**config.mk**
```make
export PLATFORM = sky130hd
export DESIGN_NAME = ascon_perm_iter
export DESIGN_NICKNAME = d
export VERILOG_FILES = /design/src/rtl/ascon_perm_iter.sv
export SDC_FILE = /design/constraint.sdc
export NUM_CORES = 1
export LEC_CHECK = 0
export BUFFER_PORTS_ARGS = -buffer_cell sky130_fd_sc_hd__clkbuf_2
export CAP_MARGIN = 0
export CORE_MARGIN = 2
export CORE_UTILIZATION = 45
export DETAILED_ROUTE_END_ITERATION = 12
export GPL_TIMING_DRIVEN = 1
export PLACE_DENSITY = 0.75
export RECOVER_POWER = 100
export SKIP_CTS_REPAIR_TIMING = 1
export SLEW_MARGIN = 30
export SYNTH_ARGS = -nofsm -noshare
export SYNTH_HDL_FRONTEND = slang
export SYNTH_SLANG_ARGS = --single-unit
```
**constraint.sdc**
```tcl
create_clock -name clk -period 5.8 [get_ports clk]
set_clock_uncertainty 0.15 [all_clocks]
set_input_delay 0.58 -clock clk [delete_from_list [all_inputs] [get_ports clk]]
set_output_delay 0.58 -clock clk [all_outputs]
set_load 0.02 [all_outputs]
```
**src/rtl/ascon_perm_iter.sv**
```systemverilog
// Iterative Ascon permutation core that computes UNROLL (1 or 2) rounds per clock over a registered 320-bit state.
// Optional macro ASCON_PERM_ZEROIZE_EN clears the state register when a result is handed off.
module ascon_perm_iter #(
  parameter int UNROLL = 1
) (
  input  logic             clk,
  input  logic             rst,
  input  logic             in_valid,
  output logic             in_ready,
  input  logic [4:0][63:0] in_state,
  input  logic [3:0]       in_rounds,
  output logic             out_valid,
  input  logic             out_ready,
  output logic [4:0][63:0] out_state,
  output logic             busy
);

  if (UNROLL != 1 && UNROLL != 2) begin : g_bad_unroll
    $error("ascon_perm_iter: UNROLL must be 1 or 2");
  end

  typedef enum logic [1:0] {
    IDLE,
    RUN,
    DONE
  } fsm_t;

  fsm_t             fsm, fsm_nxt;
  logic [4:0][63:0] state_p0, state_nxt;
  logic [4:0][63:0] rnd_p1, run_state;
  logic [3:0]       idx, idx_nxt, step, nr_eff;

  function automatic logic [63:0] rotr(input logic [63:0] x, input logic [5:0] n);
    return (x >> n) | (x << (7'd64 - {1'b0, n}));
  endfunction

  // One full round: constant addition, bitsliced S-box, per-lane diffusion.
  function automatic logic [4:0][63:0] ascon_round(input logic [4:0][63:0] s, input logic [3:0] i);
    logic [63:0] x0, x1, x2, x3, x4;
    logic [63:0] t0, t1, t2, t3, t4;
    x0 = s[0];
    x1 = s[1];
    x2 = s[2] ^ {56'h0, 4'hF - i, i};
    x3 = s[3];
    x4 = s[4];
    x0 = x0 ^ x4;
    x4 = x4 ^ x3;
    x2 = x2 ^ x1;
    t0 = ~x0 & x1;
    t1 = ~x1 & x2;
    t2 = ~x2 & x3;
    t3 = ~x3 & x4;
    t4 = ~x4 & x0;
    x0 = x0 ^ t1;
    x1 = x1 ^ t2;
    x2 = x2 ^ t3;
    x3 = x3 ^ t4;
    x4 = x4 ^ t0;
    x1 = x1 ^ x0;
    x0 = x0 ^ x4;
    x3 = x3 ^ x2;
    x2 = ~x2;
    x0 = x0 ^ rotr(x0, 6'd19) ^ rotr(x0, 6'd28);
    x1 = x1 ^ rotr(x1, 6'd61) ^ rotr(x1, 6'd39);
    x2 = x2 ^ rotr(x2, 6'd1)  ^ rotr(x2, 6'd6);
    x3 = x3 ^ rotr(x3, 6'd10) ^ rotr(x3, 6'd17);
    x4 = x4 ^ rotr(x4, 6'd7)  ^ rotr(x4, 6'd41);
    return {x4, x3, x2, x1, x0};
  endfunction

  // Stage p0 -> p1: first round of this clock.
  assign rnd_p1 = ascon_round(state_p0, idx);

  if (UNROLL == 2) begin : g_unroll2
    logic [4:0][63:0] rnd_p2;
    // Stage p1 -> p2: second round, bypassed when only one round remains.
    assign rnd_p2    = ascon_round(rnd_p1, idx + 4'd1);
    assign run_state = (idx == 4'd11) ? rnd_p1 : rnd_p2;
    assign step      = (idx == 4'd11) ? 4'd1 : 4'd2;
  end else begin : g_unroll1
    assign run_state = rnd_p1;
    assign step      = 4'd1;
  end

  assign nr_eff    = (in_rounds > 4'd12) ? 4'd12 : in_rounds;
  assign out_state = state_p0;

  always_ff @(posedge clk) begin
    if (rst) begin
      fsm      <= IDLE;
      state_p0 <= '0;
      idx      <= '0;
    end else begin
      fsm      <= fsm_nxt;
      state_p0 <= state_nxt;
      idx      <= idx_nxt;
    end
  end

  always_comb begin
    fsm_nxt   = fsm;
    state_nxt = state_p0;
    idx_nxt   = idx;
    in_ready  = 1'b0;
    out_valid = 1'b0;
    busy      = 1'b0;
    unique case (fsm)
      IDLE: begin
        in_ready = 1'b1;
        if (in_valid) begin
          state_nxt = in_state;
          idx_nxt   = 4'd12 - nr_eff;
          fsm_nxt   = (nr_eff == 4'd0) ? DONE : RUN;
        end
      end
      RUN: begin
        busy      = 1'b1;
        state_nxt = run_state;
        idx_nxt   = idx + step;
        if (idx + step == 4'd12) begin
          fsm_nxt = DONE;
        end
      end
      DONE: begin
        out_valid = 1'b1;
        if (out_ready) begin
          fsm_nxt = IDLE;
`ifdef ASCON_PERM_ZEROIZE_EN
          state_nxt = '0;
`else
          state_nxt = state_p0;
`endif
        end
      end
      default: fsm_nxt = IDLE;
    endcase
  end

endmodule

```
==> metrics.md <==
| Metric | Value |
|---|---|
| Worst path required time | between 5000 and 6000 ps |
| Sink Count | roughly 330 |
| Status | finished, violations left |
| Number of distinct library cells after synthesis | 37 |
| Crit. End Element | flip-flop |
| Vias in the first global route | 27200 |
| Synth Area in Adders | 7.84% |
| Failing checks | max-capacitance violations, max-slew violations |
| Root buf cell | clkbuf_16 |
| Worst skew pair latency | around 600 ps |
| DRT iter0 DRCs | ~3900 |
| Post-route ant nets | 0 |
| Port bufs | 650 |
| CTS clk-pin slew, worst paths | around 60 ps |
| Synth warnings | 0 |
| Share of cells above drive strength 1 | 13.9% |
| Die area | 64900 um2 |
| Nets | 4496 |
| Core box area | 61900 um2 |
| Min-delay worst type | in -> reg |
| Mapped Area | 28300 um2 |
| Syn nets | 3931 |
| Crit path cell chain | nand2b_4 > inv_8 > clkbuf_1 > nand2_1 > mux2i_1 > a311oi_1 |
| Yosys top cell by area | xnor2_1 |
| Final setup violation count | 0 |
| Fmax | 230 MHz |
| Die height | around 250 um |
| Mapped Avg Cell Area | just over 8 um2 |
| Post-synthesis cell count | 3473 |
| WS Path Type | reg -> reg |
| Io pins | 651 |
| GP Congestion | 1.11 |
| Synth Area in Compound Gates | 16.4% |
| TritonCTS buffer count | 43 |
| Post-route minimum period | between 4000 and 5000 ps |
| Final Hold Fails | 0 |
| Area grow syn2layout | 18.9% |
| Largest net degree at the start of global routing | 138 |
| CP max FO | 134 |
| Fin util | about 54% |
| Routed wire per std cell | approximately 31 um |
| Synth area leaders | xnor2_1, dfxtp_1, a211oi_1 |
| Max Cap Viol | 4 |
| Largest family of logic cells by synthesized area | XOR/XNOR gates |
| EDFF count, synth | 0 |
| Slew @ Worst Pin | 2630 ps |
| CP max stage cell | clkbuf_1 |
| Starting Density | ~46% |
| Max_slew headroom | -75.1% |
| Hpwl dp | 123000 um |
| Vias/cell | 6.00 |
| Die width | 255 um |
| WL final | 150000 um |
| Filler cell count | 6134 |
| TritonRoute pass-1 iters | 6 |
| Count leader, synth | xnor2_1 |
| CTS tree | built |
| Ys flop type | dfxtp_1 |
| Global route overflow | 0 |
| Register bit total from synthesis | 326 |
| Final Max Tran Viols | 256 |
| Simple-gate share of the synthesized area | 10.8% |
| First-pass GRT wire length | 204000 um |
| Post-synthesis sequential area ratio | between 20% and 30% |
| Vias | 29500 |
| CTS Buffer Depth | 3 |
| Async SR Flop Fraction | 0% |
| Startpoint class of the critical path | flip-flop |
| Final Cycle Share | 74.9% |
| Slowest Stage Delay on Critical Path | 1240 ps |
| Top cell type's share of synthesized area | about 26% |
| Fin Setup TNS | 0 ps |
| Min Hold Slack | 72.9 ps |
| Initial antenna violation count | 6 |
| DRC viols | 0 |
| XOR/XNOR Fraction of Synth Area | 35.3% |
| Most instantiated cells after synthesis | xnor2_1, nand2_1, dfxtp_1, nor2_1, a211oi_1 |
| H-tree levels | 2 |
| Worst EP arrival | around 4500 ps |
| Num rows | 91 |
| RSZ-0062 raised after global routing | no |
| Aggregate global-route resource usage | 44.7% |
| Multiplexer share of the synthesized area | approximately 1.5% |
worst paths after layout:
path / start / end / slack (ps) / depth (start not counted)
worst max-delay path: fsm[0]$_SDFFE_PP0P_ / out_state[98]$_SDFFE_PP0P_ / 1460 / 6
worst min-delay path: in_state[175] / out_state[175]$_SDFFE_PP0P_ / 70 / 3
worst max register to register: fsm[0]$_SDFFE_PP0P_ / out_state[98]$_SDFFE_PP0P_ / 1460 / 6
worst min register to register: out_state[129]$_SDFFE_PP0P_ / out_state[129]$_SDFFE_PP0P_ / 370 / 2
sequential cells by signal, summed over array words and instances (netlist names):
name	flops
out_state	320
fsm	2
idx	4
metrics by stage:
step | area [um2] | worst slack, ps | std cells
final | 33600 | 1460 | 4910
after CTS | 34100 | 2400 | 4904
after global placement | 32400 | 2230 | 4828
after global routing | 33600 | 1370 | 4905
after detailed placement | 32600 | 2450 | 4829
after floorplan | 28300 | 3520 | 3473
layer usage:
metal / vias to the layer above / routed length [um] / track usage (%)
met4: 4 / 13200 / 31.8
met5: - / 118 / 0
li1: 12800 / - / -
met1: 14000 / 55500 / 55.0
met3: 561 / 18100 / 12.1
met2: 2131 / 63500 / 67.2
logic make-up after synthesis:
kind of cell	Yosys count
simple gates	800
compound gates	626
mux	43
buf+inv	372
flops	326
fa+ha+maj	189
xor+xnor	1117
area by class of cell:
cell class | count | area [um2] | share of cell area, %
flip-flops and latches | 326 | 6530 | 19.4
repair buffers | 700 | 3330 | 9.90
clock buffers | 64 | 1280 | 3.82
inverters | 192 | 728 | 2.16
clock inverters | 11 | 211 | 0.628
well taps | 837 | 1050 | 3.11
diodes | 5 | 12.5 | 0.0372
multi-input cells | 2775 | 20500 | 60.9
layout by cell type (no fill, tap or decap), types with 3 or more instances in the layout:
| master | instances |
|---|---|
| a2111oi_0 | 17 |
| o21ai_0 | 42 |
| a31oi_1 | 11 |
| a311oi_1 | 80 |
| clkbuf_8 | 13 |
| inv_1 | 191 |
| nand2b_1 | 6 |
| xnor2_1 | 813 |
| mux2i_1 | 42 |
| clkinv_2 | 3 |
| maj3_1 | 59 |
| xor2_1 | 252 |
| clkbuf_2 | 328 |
| clkbuf_16 | 43 |
| and3_1 | 4 |
| a211oi_1 | 305 |
| nand2_1 | 451 |
| nor3_1 | 5 |
| nor2_1 | 324 |
| a31o_2 | 65 |
| xor2_2 | 4 |
| dfxtp_1 | 326 |
| diode_2 | 5 |
| clkbuf_1 | 334 |
| ha_1 | 130 |
| o211a_1 | 11 |
| a21oi_1 | 89 |
| nor2b_1 | 3 |
| bufinv_16 | 6 |
| buf_12 | 7 |
| buf_4 | 36 |
| xnor2_2 | 48 |
worst max-delay path, delay by kind of cell (launching register included):
family,cells,cell delay [ps]
compound gates,1,220
simple gates,2,590
buf+inv,2,1890
mux,1,400
flops,1,510
Power is not shown: default switching activity piles up to over one toggle a cycle in this logic, so the estimate is an artifact.
